==> config.mk <==
export PLATFORM = sky130hd
export DESIGN_NAME = ce_window_gen_flat
export DESIGN_NICKNAME = d
export VERILOG_FILES = /design/src/rtl/ce_window_gen_pkg.sv /design/src/rtl/ce_window_gen_if.sv /design/src/rtl/ce_line_buf.sv /design/src/rtl/ce_window_gen.sv /design/src/flat_wrapper.sv
export SDC_FILE = /design/constraint.sdc
export NUM_CORES = 2
export LEC_CHECK = 0
export ABC_AREA = 1
export CORE_MARGIN = 2
export CORE_UTILIZATION = 30
export CTS_CLUSTER_SIZE = 14
export DETAILED_ROUTE_END_ITERATION = 8
export PLACE_DENSITY = 0.44
export SYNTH_ARGS = -nofsm -noshare
export SYNTH_HDL_FRONTEND = slang
export SYNTH_SLANG_ARGS = --single-unit
==> constraint.sdc <==
create_clock -name clk -period 6.3 [get_ports clk]
set_input_delay 0.945 -clock clk [delete_from_list [all_inputs] [get_ports clk]]
set_output_delay 0.945 -clock clk [all_outputs]
set_load 0.02 [all_outputs]
==> src/rtl/ce_window_gen_pkg.sv <==
// ce_window_gen_pkg
//   Shared constants and helpers for the sliding-window generator and the CE
//   that consumes its output. The packing index is the single definition of
//   the data2conv layout, so producer and consumer cannot drift apart.
//   Exports: MAX_KERNEL, cnt_w(), win_elems(), win_bits(), pack_idx(), last_pos().
package ce_window_gen_pkg;

    localparam int MAX_KERNEL = 7;

    // Counter width for a 0..size-1 counter; never narrower than one bit.
    function automatic int cnt_w(input int size);
        return (size > 1) ? $clog2(size) : 1;
    endfunction

    // Elements per channel in one window.
    function automatic int win_elems(input int kernel);
        return kernel * kernel;
    endfunction

    // Width of one flattened window.
    function automatic int win_bits(input int cl_in, input int kernel, input int n);
        return cl_in * win_elems(kernel) * n;
    endfunction

    // data2conv element index: channel-major, then row (top = oldest), then column.
    function automatic int pack_idx(input int c, input int r, input int k, input int kernel);
        return (c * kernel + r) * kernel + k;
    endfunction

    // Last row/column position that produces a window.
    function automatic int last_pos(input int size, input int kernel, input bit stride2);
        return stride2 ? (kernel - 1) + 2 * ((size - kernel) / 2) : size - 1;
    endfunction

endpackage

==> src/rtl/ce_window_gen_if.sv <==
// ce_window_gen_if
//   Pixel-in / window-out bus of the window generator.
//   pix_in     CL_IN*N      pixel, channel c at pix_in[c*N +: N]
//   pix_valid  1            pixel present (no backpressure)
//   data2conv  win_bits     flattened window to the CE
//   en_out     1            data2conv valid pulse (drives CE en_in)
//   frame_done 1            pulse with the last window of a frame
//   Modports: master = pixel source / window sink, slave = generator.
interface ce_window_gen_if
    import ce_window_gen_pkg::*;
#(
    parameter int CL_IN  = 2,
    parameter int KERNEL = 7,
    parameter int N      = 4
);
    logic [CL_IN*N-1:0]                     pix_in;
    logic                                   pix_valid;
    logic [win_bits(CL_IN, KERNEL, N)-1:0]  data2conv;
    logic                                   en_out;
    logic                                   frame_done;

    modport master (
        output pix_in, pix_valid,
        input  data2conv, en_out, frame_done
    );

    modport slave (
        input  pix_in, pix_valid,
        output data2conv, en_out, frame_done
    );
endinterface

==> src/rtl/ce_line_buf.sv <==
// ce_line_buf
//   One image line of storage: DEPTH x W simple dual-port RAM, synchronous
//   write, registered read. Not reset; contents are only ever consumed after
//   they have been rewritten in the current frame.
//   clk      clock
//   wr_en    write strobe
//   wr_addr  write address
//   wr_data  write data
//   rd_addr  read address (result appears the cycle after)
//   rd_data  registered read data
module ce_line_buf
    import ce_window_gen_pkg::*;
#(
    parameter int DEPTH = 28,
    parameter int W     = 8,
    parameter int AW    = cnt_w(DEPTH)
) (
    input  logic          clk,
    input  logic          wr_en,
    input  logic [AW-1:0] wr_addr,
    input  logic [W-1:0]  wr_data,
    input  logic [AW-1:0] rd_addr,
    output logic [W-1:0]  rd_data
);

    logic [W-1:0] mem [DEPTH];

    always_ff @(posedge clk) begin
        if (wr_en) mem[wr_addr] <= wr_data;
        rd_data <= mem[rd_addr];
    end

endmodule

==> src/rtl/ce_window_gen.sv <==
// ce_window_gen
//   Streaming KERNEL x KERNEL sliding-window generator feeding a CE. Takes one
//   row-major pixel per accepted cycle, keeps KERNEL-1 previous lines in a
//   cascade of ce_line_buf RAMs and emits every unpadded window, flattened
//   with pack_idx(), one cycle after the pixel that completes it.
//   clk   clock, rising edge
//   rst   asynchronous reset, active low
//   bus   ce_window_gen_if.slave (pix_in/pix_valid in, data2conv/en_out/frame_done out)
//   Build option: CE_WIN_STRIDE2_EN selects stride 2 (only windows whose
//   offsets from the first valid row/column are both even are emitted).
module ce_window_gen
    import ce_window_gen_pkg::*;
#(
    parameter int CL_IN  = 2,
    parameter int KERNEL = 7,
    parameter int N      = 4,
    parameter int IMG_W  = 28,
    parameter int IMG_H  = 28
) (
    input  logic           clk,
    input  logic           rst,
    ce_window_gen_if.slave bus
);

`ifdef CE_WIN_STRIDE2_EN
    localparam bit STRIDE2 = 1'b1;
`else
    localparam bit STRIDE2 = 1'b0;
`endif

    localparam int CW       = cnt_w(IMG_W);
    localparam int RW       = cnt_w(IMG_H);
    localparam int PW       = CL_IN * N;
    localparam int NLB      = KERNEL - 1;
    localparam int LBN      = (NLB > 0) ? NLB : 1;
    localparam int WB       = win_bits(CL_IN, KERNEL, N);
    localparam int LAST_ROW = last_pos(IMG_H, KERNEL, STRIDE2);
    localparam int LAST_COL = last_pos(IMG_W, KERNEL, STRIDE2);

    logic                              accept;
    logic [CW-1:0]                     col, col_nxt;
    logic [RW-1:0]                     row, row_nxt;
    logic [PW-1:0]                     lb_q [LBN];
    logic [KERNEL-1:0][PW-1:0]         new_col;
    logic [KERNEL-1:0][KERNEL-1:0][PW-1:0] win, win_nxt;   // [row][col]
    logic [WB-1:0]                     win_flat;
    logic                              stride_ok;
    logic                              win_ok;
    logic                              is_last;

    assign accept = bus.pix_valid;

    // Raster position of the pixel being presented; wraps at end of frame.
    always_comb begin
        col_nxt = col;
        row_nxt = row;
        if (accept) begin
            if (col == CW'(IMG_W - 1)) begin
                col_nxt = '0;
                row_nxt = (row == RW'(IMG_H - 1)) ? '0 : row + 1'b1;
            end else begin
                col_nxt = col + 1'b1;
            end
        end
    end

    // Line-buffer cascade: stage 0 stores the incoming line, stage j stores
    // the line j+1 rows above. The read address is the position of the
    // *next* pixel, so the registered read data is ready when it arrives,
    // also across gaps (col_nxt == col while idle).
    generate
        if (NLB > 0) begin : g_lb
            for (genvar j = 0; j < NLB; j++) begin : g_stage
                logic [PW-1:0] wr_data;
                if (j == 0) begin : g_head
                    assign wr_data = bus.pix_in;
                end else begin : g_tail
                    assign wr_data = lb_q[j-1];
                end
                ce_line_buf #(
                    .DEPTH (IMG_W),
                    .W     (PW),
                    .AW    (CW)
                ) u_lb (
                    .clk     (clk),
                    .wr_en   (accept),
                    .wr_addr (col),
                    .wr_data (wr_data),
                    .rd_addr (col_nxt),
                    .rd_data (lb_q[j])
                );
            end
        end else begin : g_no_lb
            assign lb_q[0] = '0;
        end
    endgenerate

    // Incoming column: oldest line on top, live pixel at the bottom.
    always_comb begin
        new_col = '0;
        new_col[KERNEL-1] = bus.pix_in;
        for (int j = 0; j < NLB; j++) new_col[KERNEL-2-j] = lb_q[j];
    end

    // Window after shifting one column left.
    always_comb begin
        win_nxt = win;
        for (int r = 0; r < KERNEL; r++) begin
            for (int k = 0; k < KERNEL - 1; k++) win_nxt[r][k] = win[r][k+1];
            win_nxt[r][KERNEL-1] = new_col[r];
        end
    end

    // Flatten the post-shift window so the output register captures the
    // window that includes the pixel accepted this cycle.
    always_comb begin
        win_flat = '0;
        for (int c = 0; c < CL_IN; c++)
            for (int r = 0; r < KERNEL; r++)
                for (int k = 0; k < KERNEL; k++)
                    win_flat[pack_idx(c, r, k, KERNEL)*N +: N] = win_nxt[r][k][c*N +: N];
    end

`ifdef CE_WIN_STRIDE2_EN
    logic [RW-1:0] row_off;
    logic [CW-1:0] col_off;
    assign row_off   = row - RW'(KERNEL - 1);
    assign col_off   = col - CW'(KERNEL - 1);
    assign stride_ok = ~row_off[0] & ~col_off[0];
`else
    assign stride_ok = 1'b1;
`endif

    // col gate stops windows straddling two rows (stale left columns); row
    // gate stops stale line data leaking into the first rows of a frame.
    assign win_ok  = (row >= RW'(KERNEL - 1)) && (col >= CW'(KERNEL - 1)) && stride_ok;
    assign is_last = (row == RW'(LAST_ROW)) && (col == CW'(LAST_COL));

    always_ff @(posedge clk or negedge rst) begin
        if (!rst) begin
            col            <= '0;
            row            <= '0;
            win            <= '0;
            bus.en_out     <= 1'b0;
            bus.frame_done <= 1'b0;
            bus.data2conv  <= '0;
        end else begin
            col            <= col_nxt;
            row            <= row_nxt;
            if (accept) win <= win_nxt;
            bus.en_out     <= accept & win_ok;
            bus.frame_done <= accept & win_ok & is_last;
            if (accept && win_ok) bus.data2conv <= win_flat;
        end
    end

endmodule

==> src/flat_wrapper.sv <==
// flat-port wrapper written by rule: the top's interface ports become plain ports
module ce_window_gen_flat import ce_window_gen_pkg::*;
#(
    parameter int CL_IN  = 2,
    parameter int KERNEL = 7,
    parameter int N      = 4,
    parameter int IMG_W  = 28,
    parameter int IMG_H  = 28
)
  (clk, rst, bus_pix_in, bus_pix_valid, bus_data2conv, bus_en_out, bus_frame_done);
  ce_window_gen_if #(.CL_IN(CL_IN), .KERNEL(KERNEL), .N(N)) bus_i ();
  input  logic clk;
  input  logic rst;
  input wire logic [$bits(bus_i.pix_in)-1:0] bus_pix_in;
  input wire logic [$bits(bus_i.pix_valid)-1:0] bus_pix_valid;
  output wire logic [$bits(bus_i.data2conv)-1:0] bus_data2conv;
  output wire logic [$bits(bus_i.en_out)-1:0] bus_en_out;
  output wire logic [$bits(bus_i.frame_done)-1:0] bus_frame_done;
  assign bus_i.pix_in = bus_pix_in;
  assign bus_i.pix_valid = bus_pix_valid;
  assign bus_data2conv = bus_i.data2conv;
  assign bus_en_out = bus_i.en_out;
  assign bus_frame_done = bus_i.frame_done;
  ce_window_gen #(.CL_IN(CL_IN), .KERNEL(KERNEL), .N(N), .IMG_W(IMG_W), .IMG_H(IMG_H)) u_core (.clk(clk), .rst(rst), .bus(bus_i));
endmodule
# Word level (Yosys, flattened, before mapping)
# Memories as Yosys holds them, arrays and structs flattened. A register that Yosys moved wholly into a read port is not among the register bits.
# Index checks and enable logic that the tools add are counted.
# word_totals
regBits	740
mem_bits_rw	1344
inputBits	11
output_inout_bits	394
wordCells	70
mem_count	6
# memory_table
name	depth	width	read_ports	rd_ports_with_merged_regs	write_ports	line_no	rtl
u_core.g_lb.g_stage[0].u_lb.mem	28	8	1	1	1	ce_line_buf.sv:26	logic [W-1:0] mem [DEPTH];
u_core.g_lb.g_stage[1].u_lb.mem	28	8	1	1	1	ce_line_buf.sv:26	
u_core.g_lb.g_stage[2].u_lb.mem	28	8	1	1	1	ce_line_buf.sv:26	
u_core.g_lb.g_stage[3].u_lb.mem	28	8	1	1	1	ce_line_buf.sv:26	
u_core.g_lb.g_stage[4].u_lb.mem	28	8	1	1	1	ce_line_buf.sv:26	
u_core.g_lb.g_stage[5].u_lb.mem	28	8	1	1	1	ce_line_buf.sv:26	
# op_classes
n_addsub	2
order_cmp	2
eq_ne	2
muxes	5
bitwise	2
reduce_logical	4
# op_table
cell	n
$mux 5	3
$add 5x1->5 const B	2
$eq 5x5->1 const B	2
$ge 5x3->1 const B	2
$logic_and 1x1->1	3
$and 1x1->1	2
$mux 1	2
$reduce_and 2->1	1

# Longest topological paths before layout
# logic_depth
depth_word	4
ltp_mapped	15
ltp_nobuf	12

# By module
# Synthesis repeated with hierarchy kept, for this count alone.
# hier_totals
hier_cells	8371
hier_area_um2	87431.4
# modules_own_cells
mod	n_inst	cells_per_inst	area_per_inst_um2	seq_area_each_um2
ce_line_buf	6	882	9724.3	6886.6
ce_window_gen	1	3079	29085.4	18517.8

# Worst setup path after synthesis
# No wires, ideal clock.
# synth_path
path_type	in2reg
from	input bus_pix_valid
to	memory u_core.g_lb.g_stage[0].u_lb.mem[11][0] (enable)
setup_time_ns	0.513
arrival_time_ns	5.043
setup_slack_ns	0.744
path_stages	5
cell_sequence	buf_2 -> clkbuf_1 -> clkbuf_1 -> inv_1 -> nor3_1
# synth_between
elab_chain_len	2
# synth_rtl
item	line_no	rtl
start: declaration	flat_wrapper.sv:15	input wire logic [$bits(bus_i.pix_valid)-1:0] bus_pix_valid;
$mux 1	ce_line_buf.sv:29	if (wr_en) mem[wr_addr] <= wr_data;
$mux 1 (implied by the code)	ce_line_buf.sv:29	
end: declaration	ce_line_buf.sv:26	
# Every way passes these cells.

# Worst setup path after layout
# layout_path
from	register u_core.col[0]
to	register u_core.bus.data2conv[209]
# layout_between
elab_chain_len	3
# layout_rtl
item	line_no	rtl
start: declaration	ce_window_gen.sv:41	logic [CW-1:0] col, col_nxt;
start signal: assignment	ce_window_gen.sv:148	col <= col_nxt;
$ge 5x3->1	ce_window_gen.sv:136	assign win_ok = (row >= RW'(KERNEL - 1)) && (col >= CW'(KERNEL - 1)) && stride_ok;
$logic_and 1x1->1	ce_window_gen.sv:136	
$logic_and 1x1->1	ce_window_gen.sv:153	if (accept && win_ok) bus.data2conv <= win_flat;
end signal: assignment	ce_window_gen.sv:153	
end: declaration	ce_window_gen_if.sv:29	output data2conv, en_out, frame_done
# Every way passes these cells.
# A chain may end at the register's enable or synchronous reset.

==> qor.txt <==
Outcome: complete, no violations
Initial antenna violation count: 8
Cts hold-fix bufs: 0
Final Max Slew Viols: 0
Multi-input logic area: 20,190 sq um
Register bit total from synthesis: 2,132
CP endpoint kind: flop
Area delta synth->final: 18.63%
Vias/cell: 4.678
Fin nets: 8,568
Min-delay worst type: in -> async
Post-cts sizing count: 0
CP Class: reg -> reg
Fmax: 0.2634 GHz
DRC Markers: 0
Row count: 197
Worst-Margin Slew: 1.225 ns
Vias: 58,610
Share of cells above drive strength 1: 6.105%
Drt first-iter violations: 4,848
Tcrit/Tclk final: 60.26%
Seq/Total Area, Yosys: 68.73%
Htree depth: 4
Final hold viol count: 0
Clk_skew: 0.07476 ns
Power Total: 0.05030 W
Post-Syn Area: 87,060 sq um
Io pins: 405
Detailed Route WL: 271.2 mm
Main synth FF type: edfxtp_1
Seq. cell area: 59,840 sq um
CTS tree: done
Maximum root-to-sink buffer count: 4
Static leakage: 43.15 nW
Final Util: 35.81%
Post-CTS setup buffer count: 0
Yosys warnings: 0
RSZ-0062 raised after global routing: false
Gr usage total: 18.07%
Die W: 542.7 um
CTS Sinks: 2,132
WP data arrival: 4.47 ns
Gp weighted congestion: 0.7644
Syn Nets: 8,299
Syn Inst Count: 8,282
Post-synth EDFFs: 1,344
Power Dens Cells: 487.0 nW/um^2
Most frequent cells in the layout: 1,819 x nand2_1, 1,346 x nand3_1, 1,345 x inv_1
TNS Setup: 0 ns
Max-cap violation count: 0
Pin count of the biggest net entering global routing: 233
WHS: 0.1943 ns
Post-route minimum period: 3.796 ns
Post-DRT Antenna Nets: 0
CTS clk-pin slew, worst paths: 0.06 ns
Buffers on Ports: 404
First-pass DRT Iterations: 5
Post-detail-place hpwl: 144.0 mm
Clock Latency Late Sink: 0.89 ns
Vias in the first global route: 56,880
Commonest non-fill, non-tap cell in the layout: nand2_1
Wire length per cell: 21.65 um
GRT overflow: 0
Root Driver: clkbuf_16
Worst-path fanout max: 118
Initial Util: 30.19%
Fill count: 28,590
CTS buffer count: 237
Die area: 294,500 sq um
Crit start category: flop
Distinct cell type count after synthesis: 29
Final Setup Violations: 0
Share of flip-flops with an asynchronous set or reset: 34.71%
Worst rel slew slack: 18.20%
Critical Path RT: 6.98 ns
Global-route wire length before repair: 398.7 mm
Worst VDD drop: 0.0005100 V
Avg Synthesized Cell Area: 10.51 sq um
Die Y: 542.7 um
Core area: 288,400 sq um
==> routing by layer <==
layer	part of all wire, %	global-route usage [%]	up-vias
li1	-	-	27750
met2	46	28.95	1536
met1	47	25.66	28970
met5	0	0	-
met4	2.2	4.192	0
met3	5.2	2.713	360
==> path summary, 6_finish.rpt <==
check,start,end,slack [ns],depth (start not counted)
worst min-delay path,rst,u_core.bus.data2conv[371],0.19,1
min in group clk,u_core.win[144],u_core.win[136],0.46,2
worst min register to register,u_core.win[144],u_core.win[136],0.46,2
max in group asynchronous,rst,u_core.bus.data2conv[48],4.50,2
worst max-delay path,u_core.col[0],u_core.bus.data2conv[209],2.50,8
worst max register to register,u_core.col[0],u_core.bus.data2conv[209],2.50,8
==> stage by stage <==
step	cell area, sq um	instances	worst slack, ns
2_1_floorplan	87060	8282	0.7438
3_3_place_gp	95410	12090	1.906
3_5_place_dp	95410	12090	1.872
4_1_cts	103200	12530	2.517
5_1_grt	103300	12530	2.192
6_report	103300	12530	2.504
==> critical path, cell delays in order (launching register included) <==
cell and delay, ns:
dfrtp_1 0.63, inv_1 0.13, ha_1 0.24, nand2_1 0.07, nand3_1 0.25, nand3_4 0.35
buf_4 0.71, buf_4 0.92, o21ai_0 0.20
==> logic make-up after synthesis <==
group	synth area share [%]
fa+ha+maj	0.08623
flops	68.73
compound gates	4.895
simple gates	17.89
buf+inv	8.393
==> cell usage after synthesis, types with 5 or more instances <==
library cell	count	area share, %
ha_1	6	0.086
nor2_1	32	0.14
edfxtp_1	1344	46
nand3_1	1347	7.7
buf_2	197	1.1
nand2_1	1819	7.8
inv_2	5	0.022
nand3b_1	238	2.1
clkbuf_1	250	1.1
dfxtp_1	48	1.1
dfrtp_1	740	21
o211ai_1	48	0.41
buf_4	8	0.069
nor3_1	5	0.029
inv_1	1348	5.8
buf_1	51	0.22
o21ai_0	721	4.1
a21oi_1	50	0.29
==> power by group <==
part	total [W]	leakage (nW)	internal [W]	switching [W]
Sequential	0.0204	22.0	0.0186	0.00179
Combinational	0.0159	17.3	0.00500	0.0109
Clock	0.0140	3.84	0.00829	0.00571
==> state kept, by name, summed over array words and instances (netlist names) <==
| signal | count |
|---|---|
| u_core.bus.frame_done | 1 |
| u_core.g_lb.g_stage.u_lb.rd_data | 48 |
| u_core.bus.en_out | 1 |
| u_core.g_lb.g_stage.u_lb.mem | 1344 |
| u_core.bus.data2conv | 392 |
| u_core.col | 5 |
| u_core.win | 336 |
| u_core.row | 5 |
==> layout make-up <==
type	count	share of cell area (%)
inverters	1355	4.944
multi-input cells	4285	19.55
clock buffers	368	6.785
well taps	3781	4.580
repair buffers	540	5.393
diodes	2	0.004846
clock inverters	67	0.7996
flip-flops and latches	2132	57.94
No activity file was read; power rests on OpenSTA's default activity.
